[config.mk]
export PLATFORM = sky130hd
export DESIGN_NAME = axis_trans_arbiter
export DESIGN_NICKNAME = d
export VERILOG_FILES = /design/src/rtl/axis_trans_arbiter_pkg.sv /design/src/rtl/axis_trans.sv /design/src/rtl/axis_trans_arbiter_rr_grant.sv /design/src/rtl/axis_trans_arbiter.sv
export SDC_FILE = /design/constraint.sdc
export NUM_CORES = 1
export LEC_CHECK = 0
export BUFFER_PORTS_ARGS = -buffer_cell sky130_fd_sc_hd__buf_2
export CAP_MARGIN = 20
export CORE_MARGIN = 1.5
export CORE_UTILIZATION = 30
export DETAILED_ROUTE_END_ITERATION = 12
export GPL_TIMING_DRIVEN = 0
export SLEW_MARGIN = 20
export SYNTH_ARGS = -nofsm -noshare
export SYNTH_HDL_FRONTEND = slang
export SYNTH_SLANG_ARGS = --single-unit
[constraint.sdc]
create_clock -name clk -period 7.1 [get_ports clk]
set_input_delay 1.065 -clock clk [delete_from_list [all_inputs] [get_ports clk]]
set_output_delay 1.065 -clock clk [all_outputs]
set_load 0.05 [all_outputs]
[src/rtl/axis_trans_arbiter_pkg.sv]
// Shared constants for the AxisTrans round-robin arbiter.
// FIFO entry layout is {data[W], id[IDW], ovf}, MSB first.
package axis_trans_arbiter_pkg;

    localparam int M_DEF      = 4;
    localparam int N_DEF      = 8;
    localparam int NREQ_DEF   = 4;
    localparam int W_DEF      = M_DEF + N_DEF;
    localparam int IDW_DEF    = $clog2(NREQ_DEF);
    localparam int FIFO_DEPTH = 2;

    function automatic int ent_w(input int w, input int idw);
        return w + idw + 1;
    endfunction

endpackage

[src/rtl/axis_trans.sv]
// AxisTrans unit: registered s_in - f_in, one cycle latency.
// Both function types yield the same wrapped difference.
module axis_trans #(
    parameter int M         = 4,
    parameter int N         = 8,
    parameter int FUNC_TYPE = 0,
    localparam int W        = M + N
) (
    input  logic         clk,
    input  logic         rst,
    input  logic [W-1:0] f_in,
    input  logic [W-1:0] s_in,
    output logic [W-1:0] res_o
);

    logic [W-1:0] diff;
    logic [W-1:0] res_q;

    if (FUNC_TYPE == 1) begin : g_f1
        assign diff = s_in - f_in;
    end else begin : g_f0
        assign diff = s_in + (~f_in) + W'(1);
    end

    // Result register
    always_ff @(posedge clk) begin
        if (rst) res_q <= '0;
        else     res_q <= diff;
    end

    assign res_o = res_q;

endmodule

[src/rtl/axis_trans_arbiter_rr_grant.sv]
// Round-robin grant: rotate requests by ptr, pick lowest, unrotate.
// Produces a one-hot grant plus the granted index.
module axis_trans_arbiter_rr_grant #(
    parameter int NREQ = 4,
    localparam int IDW = $clog2(NREQ)
) (
    input  logic [NREQ-1:0] req_i,
    input  logic [IDW-1:0]  ptr_i,
    output logic [NREQ-1:0] gnt_o,
    output logic [IDW-1:0]  idx_o,
    output logic            any_o
);

    logic [2*NREQ-1:0] dbl;
    logic [NREQ-1:0]   rot;
    logic [IDW-1:0]    first;
    logic [IDW:0]      sum;
    logic              found;

    // Rotate, priority-encode from lane ptr, then map back
    always_comb begin
        dbl   = {req_i, req_i};
        rot   = NREQ'(dbl >> ptr_i);
        first = '0;
        found = 1'b0;
        for (int i = 0; i < NREQ; i++) begin
            if (!found && rot[i]) begin
                found = 1'b1;
                first = IDW'(i);
            end
        end
        sum = {1'b0, first} + {1'b0, ptr_i};
        if (sum >= (IDW+1)'(NREQ)) sum = sum - (IDW+1)'(NREQ);
        idx_o = sum[IDW-1:0];
        any_o = found;
        gnt_o = found ? (NREQ'(1) << sum) : '0;
    end

endmodule

[src/rtl/axis_trans_arbiter.sv]
// Shares one AxisTrans among NREQ requesters; results are tagged
// and queued in a 2-entry FIFO, issue is gated by free FIFO credit.
module axis_trans_arbiter
    import axis_trans_arbiter_pkg::*;
#(
    parameter int M         = M_DEF,
    parameter int N         = N_DEF,
    parameter int NREQ      = NREQ_DEF,
    parameter int FUNC_TYPE = 0,
    localparam int W        = M + N,
    localparam int IDW      = $clog2(NREQ)
) (
    input  logic            clk,
    input  logic            rst,
    input  logic [NREQ-1:0] req_valid,
    input  logic [NREQ*W-1:0] req_f,
    input  logic [NREQ*W-1:0] req_s,
    output logic [NREQ-1:0] req_ready,
    output logic            res_valid,
    output logic [W-1:0]    res_data,
    output logic [IDW-1:0]  res_id,
    output logic            res_ovf,
    input  logic            res_ready,
    output logic            busy
);

    localparam int EW = ent_w(W, IDW);

    logic [IDW-1:0] rr_q;
    logic           inflight_q;
    logic [IDW-1:0] tag_id_q;
    logic           tag_ovf_q;
    logic [1:0]     count_q, count_d;
    logic           rd_q, wr_q;
    logic [EW-1:0]  mem_q [FIFO_DEPTH];

    logic [NREQ-1:0] gnt;
    logic [IDW-1:0]  gidx;
    logic            gany;
    logic            can_issue, issue, push, pop;
    logic [W-1:0]    f_sel, s_sel, d_sel, axis_res;
    logic            ovf_sel;
    logic [EW-1:0]   head;

    axis_trans_arbiter_rr_grant #(.NREQ(NREQ)) u_rr (
        .req_i (req_valid),
        .ptr_i (rr_q),
        .gnt_o (gnt),
        .idx_o (gidx),
        .any_o (gany)
    );

    assign can_issue = ({1'b0, count_q} + {2'b0, inflight_q}) < 3'(FIFO_DEPTH);
    assign issue     = can_issue & gany;
    assign req_ready = can_issue ? gnt : '0;

    assign f_sel   = issue ? req_f[gidx*W +: W] : '0;
    assign s_sel   = issue ? req_s[gidx*W +: W] : '0;
    assign d_sel   = s_sel - f_sel;
    assign ovf_sel = (s_sel[W-1] != f_sel[W-1]) & (d_sel[W-1] != s_sel[W-1]);

    axis_trans #(.M(M), .N(N), .FUNC_TYPE(FUNC_TYPE)) u_axis (
        .clk   (clk),
        .rst   (rst),
        .f_in  (f_sel),
        .s_in  (s_sel),
        .res_o (axis_res)
    );

    // Tag pipe alongside AxisTrans, plus round-robin pointer
    always_ff @(posedge clk) begin
        if (rst) begin
            rr_q       <= '0;
            inflight_q <= 1'b0;
            tag_id_q   <= '0;
            tag_ovf_q  <= 1'b0;
        end else begin
            inflight_q <= issue;
            if (issue) begin
                tag_id_q  <= gidx;
                tag_ovf_q <= ovf_sel;
                rr_q <= (gidx == IDW'(NREQ-1)) ? '0 : gidx + 1'b1;
            end
        end
    end

    assign push = inflight_q;
    assign pop  = res_valid & res_ready;

    // FIFO occupancy next state
    always_comb begin
        count_d = count_q;
        if (push && !pop)      count_d = count_q + 2'd1;
        else if (pop && !push) count_d = count_q - 2'd1;
    end

    // FIFO storage and pointers
    always_ff @(posedge clk) begin
        if (rst) begin
            count_q <= '0;
            rd_q    <= 1'b0;
            wr_q    <= 1'b0;
            for (int i = 0; i < FIFO_DEPTH; i++) mem_q[i] <= '0;
        end else begin
            count_q <= count_d;
            if (push) begin
                mem_q[wr_q] <= {axis_res, tag_id_q, tag_ovf_q};
                wr_q        <= ~wr_q;
            end
            if (pop) rd_q <= ~rd_q;
        end
    end

    assign head      = mem_q[rd_q];
    assign res_valid = (count_q != 2'd0);
    assign res_data  = head[EW-1 -: W];
    assign res_id    = head[IDW:1];
    assign res_ovf   = head[0];
    assign busy      = inflight_q | res_valid;

    a_no_fifo_ovf: assert property (@(posedge clk) disable iff (rst)
        !(push && !pop && count_q == 2'(FIFO_DEPTH)));

endmodule

Word-level counts from Yosys, hierarchy flattened
Memories as Yosys holds them, arrays and structs flattened. A register that Yosys moved wholly into a read port is not among the register bits.
Index checks and enable logic that the tools add are counted.
{"block": "totals", "ff_bits": 22, "mem_bits_rw": 30, "output_inout_bits": 21, "word_cells": 73, "mem_count": 1}
{"name": "mem_q", "depth": 2, "width": 15, "rd": 1, "rd_clocked_by_memory_dff": 1, "wr": 2, "line_no": "axis_trans_arbiter.sv:35", "rtl": "logic [EW-1:0] mem_q [FIFO_DEPTH];"}
{"block": "classes", "n_addsub": 9, "n_mul": 1, "magnitude_cmp": 2, "eq_ne": 3, "shift": 4, "muxes": 25, "n_bitwise": 7, "reduce_logical": 13}
{"cell": "$shiftx 48x7->12", "n": 2}
{"cell": "$mux 12", "n": 2}
{"cell": "$mux 15", "n": 1}
{"cell": "$reduce_or 15->1", "n": 1}
{"cell": "$mux 1", "n": 14}
{"cell": "$add 12x1->12 const B", "n": 1}
{"cell": "$add 12x12->12", "n": 1}
{"cell": "$not 12->12", "n": 1}
{"cell": "$sub 12x12->12", "n": 1}
{"cell": "$mux 2", "n": 5}
{"cell": "$mux 4", "n": 2}
{"cell": "$shr 8x2->4", "n": 1}
{"cell": "$logic_and 1x1->1", "n": 5}
{"cell": "$logic_not 1->1", "n": 5}
{"cell": "$add 2x1->2 const B", "n": 2}
{"cell": "$mul 2x2->4 const B", "n": 1}
{"cell": "$reduce_bool 2->1", "n": 2}
{"cell": "$shl 1x3->4 const A", "n": 1}
{"cell": "$add 2x1->3", "n": 1}
{"cell": "$add 2x2->3", "n": 1}
{"cell": "$and 1x1->1", "n": 3}
{"cell": "$ge 3x3->1 const B", "n": 1}
{"cell": "$lt 3x2->1 const B", "n": 1}
{"cell": "$mux 3", "n": 1}
{"cell": "other kinds (6)", "n": 8}

Depth between registers and ports, before layout
{"block": "depth", "depth_word": 20, "ltp_mapped": 19, "mapped_depth_nobuf": 18}

Hierarchy
Synthesis repeated with hierarchy kept, for this count alone.
{"block": "hier_totals", "cells_unflattened": 407, "area_unflattened_um2": 3996.3}
{"module": "axis_trans_arbiter", "n_inst": 1, "cells_per_inst": 264, "area_per_inst_um2": 2877.8, "seq_area_each_um2": 1121.1}
{"module": "axis_trans", "n_inst": 1, "cells_per_inst": 103, "area_per_inst_um2": 840.8, "seq_area_each_um2": 240.2}
{"module": "axis_trans_arbiter_rr_grant", "n_inst": 1, "cells_per_inst": 40, "area_per_inst_um2": 277.8, "seq_area_each_um2": 0.0}

Worst setup path before layout
No wires, ideal clock.
{"block": "synth_timing", "kind": "input to register", "startpoint": "input req_valid[0]", "endpoint": "register u_axis.res_q[11] (netlist: u_axis.res_o[11])", "setup_ps": 123, "arrival_time_ps": 5406, "required_ps": 6977, "setup_slack_ps": 1571, "path_stages": 17, "n_path_buf": 3, "path_cell_list": "clkbuf_1 > nor2_1 > a221oi_1 > o211ai_1 > ha_1 > clkbuf_1 > buf_1 > mux4_2 > and2_1 > ha_1 > o21a_1 > o21ai_1 > a21oi_1 > or3b_2 > a31oi_1 > nor2_1 > mux2_1"}
{"block": "synth_via", "elab_chain_len": 20, "word_cells_on_any_way": 27}
{"item": "start, declared", "line_no": "axis_trans_arbiter.sv:15", "rtl": "input logic [NREQ-1:0] req_valid,"}
{"item": "$shr 8x2->4 (*)", "line_no": "axis_trans_arbiter_rr_grant.sv:23", "rtl": "rot = NREQ'(dbl >> ptr_i);"}
{"item": "$mux 1", "line_no": "axis_trans_arbiter_rr_grant.sv:27", "rtl": "if (!found && rot[i]) begin"}
{"item": "$logic_not 1->1", "line_no": "axis_trans_arbiter_rr_grant.sv:27"}
{"item": "$logic_and 1x1->1", "line_no": "axis_trans_arbiter_rr_grant.sv:27"}
{"item": "$mux 1", "line_no": "axis_trans_arbiter_rr_grant.sv:27"}
{"item": "$logic_not 1->1", "line_no": "axis_trans_arbiter_rr_grant.sv:27"}
{"item": "$logic_and 1x1->1", "line_no": "axis_trans_arbiter_rr_grant.sv:27"}
{"item": "$mux 1", "line_no": "axis_trans_arbiter_rr_grant.sv:27"}
{"item": "[5 not listed]"}
{"item": "$mux 3 (*)", "line_no": "axis_trans_arbiter_rr_grant.sv:33", "rtl": "if (sum >= (IDW+1)'(NREQ)) sum = sum - (IDW+1)'(NREQ);"}
{"item": "via gidx[0]", "line_no": "axis_trans_arbiter.sv:38", "rtl": "logic [IDW-1:0] gidx;"}
{"item": "$mul 2x2->4 (*)", "line_no": "axis_trans_arbiter.sv:57, axis_trans_arbiter.sv:58"}
{"item": "$shiftx 48x7->12", "line_no": "axis_trans_arbiter.sv:57", "rtl": "assign f_sel = issue ? req_f[gidx*W +: W] : '0;"}
{"item": "$mux 12", "line_no": "axis_trans_arbiter.sv:57"}
{"item": "$not 12->12", "line_no": "axis_trans.sv:22", "rtl": "assign diff = s_in + (~f_in) + W'(1);"}
{"item": "$add 12x12->12 (*)", "line_no": "axis_trans.sv:22"}
{"item": "$add 12x1->12 (*)", "line_no": "axis_trans.sv:22"}
{"item": "end signal, assigned", "line_no": "axis_trans.sv:28", "rtl": "else res_q <= diff;"}
{"item": "end, declared", "line_no": "axis_trans.sv:17", "rtl": "logic [W-1:0] res_q;"}
Mark *: on every way through the listed nets, which the timed path passes. The rest lies on a longest branch.
A chain may end at the register's enable or synchronous reset.

Worst setup path in the final report
{"block": "layout_timing", "startpoint": "input req_valid[0]", "endpoint": "register tag_ovf_q"}
{"block": "layout_via", "elab_chain_len": 20, "word_cells_on_any_way": 28}
{"item": "$shr 8x2->4 (*)", "line_no": "axis_trans_arbiter_rr_grant.sv:23"}
{"item": "$mux 1", "line_no": "axis_trans_arbiter_rr_grant.sv:27"}
{"item": "$logic_not 1->1", "line_no": "axis_trans_arbiter_rr_grant.sv:27"}
{"item": "$logic_and 1x1->1", "line_no": "axis_trans_arbiter_rr_grant.sv:27"}
{"item": "$mux 1", "line_no": "axis_trans_arbiter_rr_grant.sv:27"}
{"item": "$logic_not 1->1", "line_no": "axis_trans_arbiter_rr_grant.sv:27"}
{"item": "$logic_and 1x1->1", "line_no": "axis_trans_arbiter_rr_grant.sv:27"}
{"item": "$mux 1", "line_no": "axis_trans_arbiter_rr_grant.sv:27"}
{"item": "[5 not listed]"}
{"item": "$mux 3 (*)", "line_no": "axis_trans_arbiter_rr_grant.sv:33"}
{"item": "via gidx[0]", "line_no": "axis_trans_arbiter.sv:38"}
{"item": "$mul 2x2->4 (*)", "line_no": "axis_trans_arbiter.sv:57, axis_trans_arbiter.sv:58"}
{"item": "$shiftx 48x7->12, on equally long branches", "line_no": "axis_trans_arbiter.sv:58, axis_trans_arbiter.sv:57"}
{"item": "$mux 12, on equally long branches", "line_no": "axis_trans_arbiter.sv:58, axis_trans_arbiter.sv:57"}
{"item": "$sub 12x12->12", "line_no": "axis_trans_arbiter.sv:59", "rtl": "assign d_sel = s_sel - f_sel;"}
{"item": "$ne 1x1->1", "line_no": "axis_trans_arbiter.sv:60", "rtl": "assign ovf_sel = (s_sel[W-1] != f_sel[W-1]) & (d_sel[W-1] != s_sel[W-1]);"}
{"item": "$and 1x1->1 (*)", "line_no": "axis_trans_arbiter.sv:60"}
{"item": "end signal, assigned", "line_no": "axis_trans_arbiter.sv:81", "rtl": "tag_ovf_q <= ovf_sel;"}
{"item": "end, declared", "line_no": "axis_trans_arbiter.sv:32", "rtl": "logic tag_ovf_q;"}
Marks and branches as above.

==> impl_metrics.csv <==
group,metric,value,unit
clock_tree,clk_pin_slew_worst_paths,0.06,ns
min_path,hp-class,"register to register",
synth,syn_nets,431,
final_layout,n_fill_cell,1124,
clock_tree,root_buffer,"clkbuf_16",
final_layout,num_antenna_cells,0,
setup_path,crit_type,"input pin to register",
floorplanning,rows,39,
final_layout,final_layout_size_suffix_gt1_frac,0.403,
grt,grt_pass1_vias,2760,
route,drt-initial-drc-count,78,
timing,setup-violations-final,0,
timing,rsz0062_at_grt,"no",
final_layout,synthToLayoutAreaGrowth,27.0,%
pwr,total_power,0.00261,W
timing,period_minus_slack,5.85,ns
route,wl_met1,3.46,mm
synth,netlist-cell-type-count,46,
final_layout,final_common_cell,"buf_2",
clock_tree,cts_setup_buffers,0,
setup_path,r2r-start,"rr_q[0]",
route,ant_nets,0,
place,numPortBuffers,121,
setup_path,reg2reg_depth,18,
floorplanning,initial_core_util,0.305,
synth,synth_area,3450,sq um
min_path,hold_path_end,"tag_id_q[0]",
clock_tree,clk-insertion-delay-late,0.28,ns
route,drc,0,
place,dp_hpwl,6.69,mm
synth,netlist_instances,310,
route,vias,2744,
setup_path,critPathLaunchType,"input pin",
setup_path,critPathRequiredTime,7.24,ns
clock_tree,tritoncts,"built",
synth,synth_edf_count,30,
place,gp_congestion,0.836,
timing,hold_viol_final,0,
synth,yosys_most_used_dff,"edfxtp_1",
timing,final_max_slew_viol_count,0,
setup_path,r2r_slack,1.75,ns
setup_path,crit_fanout,10,
floorplanning,fp.dieW,110,um
floorplanning,io_pins,124,
route,totalWireLength,8.03,mm
route,wl_per_cell,13.8,um
floorplanning,die_h,110,um
timing,clock_skew,0.00319,ns
synth,synth.ff_latch_count,53,
timing,tightestPinTransition,0.800,ns
route,dr.max_layer_used,"met4",
route,wl_met3,499,um
grt,grt_pass1_wl,12.9,mm
min_path,holdCritStartpoint,"tag_id_q[0]",
clock_tree,cts_max_level,2,
grt,antenna_found_initial,0,
grt,grt_max_degree,16,
timing,tns,0,ns
timing,fin_crit_sh,0.824,
pwr,power_density,594,nW/um^2
pwr,vdd_drop_max,0.000374,V
synth,ys_seq_area_frac,0.394,
final_layout,fin_nets,559,
timing,max_freq,171,MHz
route,via_per_inst,4.71,
clock_tree,cts_hold_buf,0,
route,wl_met2,3.98,mm
timing,slew_headroom,0.467,
synth,async_reset_ff_frac,0,
clock_tree,clock_path_buffers,2,
final_layout,register_area,1360,sq um
synth,yosys_warnings,0,
run,drv_cap,0,
final_layout,layout_common_cells,"124 x buf_2, 45 x and2_1, 30 x edfxtp_1",
clock_tree,numClockSinks,53,
min_path,worstHoldPathCells,2,
setup_path,critPathArrivalTime,5.99,ns
clock_tree,cts_buffers,5,
synth,avgSynthCellArea,11.1,sq um
clock_tree,cts-resized-gates,0,
floorplanning,die_area,12200,sq um
status,outcome,"completed",
setup_path,r2r-end,"tag_ovf_q",
floorplanning,coreArea,11300,sq um
pwr,p_leak,1.94,nW
route,firstDrtPassIters,4,
grt,grtUsageTotal,0.137,
grt,grt-ovfl-total,0,
final_layout,multi_input_area,1970,sq um
setup_path,endpoint_kind,"register",
critical path: stages:
cell and delay, ns:
clkbuf_1 0.24, nor2_1 0.07, a221oi_1 0.29, o211ai_1 0.13
ha_1 0.35, clkbuf_1 0.55, buf_1 0.67, mux4_2 0.59
and2_1 0.17, ha_1 0.21, nor2b_1 0.13, o21a_1 0.14
o21ai_1 0.06, a21oi_1 0.19, or3b_2 0.47, a31oi_1 0.32
mux2i_1 0.25, a211oi_1 0.09
cells in the mapped netlist (all sizes together), types with 11 or more instances:
cell | n | share of area
edfxtp | 30 | 0.26
mux4 | 24 | 0.16
nand2 | 17 | 0.018
nor2 | 26 | 0.028
a21oi | 11 | 0.017
and2 | 45 | 0.081
dfxtp | 23 | 0.13
inv | 12 | 0.013
mux2 | 17 | 0.055
clkbuf | 12 | 0.013
ha | 17 | 0.062
cell families (layout without fill, tap and decap cells):
logic type               after synthesis  in the layout  synth area share
buffers and inverters                 31            160            0.0369
flip-flops                            53             53             0.394
AND/OR/NAND/NOR                      117            117             0.180
multiplexers                          42             42             0.215
AO/OA/AOI/OAI                         40             40            0.0782
XOR/XNOR                               9              9            0.0283
adder cells (fa/ha/maj)               18             18            0.0674
routing by layer:
layer,up-vias,GRT usage
met5,-,0
met4,0,0.0375
met3,9,0.0235
met2,109,0.243
met1,1252,0.171
li1,1374,-
worst max path at each step:
stage,startpoint,endpoint,slack (ns),depth (start not counted)
5_1_grt,req_valid[0],u_axis.res_o[8],0.66,19
3_3_place_gp,req_valid[0],u_axis.res_o[11],0.92,17
4_1_cts,req_valid[0],tag_ovf_q,1.16,18
2_1_floorplan,req_valid[0],u_axis.res_o[11],1.57,17
3_5_place_dp,req_valid[0],tag_ovf_q,0.86,18
6_report,req_valid[0],tag_ovf_q,1.25,18
metrics by stage:
step	instances	worst slack, ns	utilization	hold slack (ns)	instance area, sq um
floorplan	310	1.57	-	0.440	3450
global placement	574	0.921	0.374	0.475	4240
detailed placement	574	0.861	0.374	0.487	4240
CTS	582	1.16	0.387	0.495	4390
global route	582	0.663	0.387	0.524	4390
finish	582	1.25	0.387	0.491	4390
flip-flops by register name, indices dropped and copies added (netlist names), named ones only:
register and cells:
count_q 2, rr_q 2, mem_q 30, tag_id_q 2, inflight_q 1, rd_q 1, wr_q 1, u_axis.res_o 12
tag_ovf_q 1
final cells by class:
type	count	share of cell area
Multi-Input combinational cell	226	0.448
Sequential cell	53	0.310
Timing Repair Buffer	121	0.138
Tap cell	143	0.0408
Clock buffer	6	0.0317
Buffer	19	0.0188
Inverter	12	0.0103
Clock inverter	2	0.00200
report_power, final:
part / switching, W / total (W) / internal [W]
logic: 0.00105 / 0.00190 / 0.000855
clock network: 0.0000967 / 0.000235 / 0.000138
registers: 0.0000407 / 0.000467 / 0.000427
total: 0.00119 / 0.00261 / 0.00142
(Power assumes the default switching activity.)
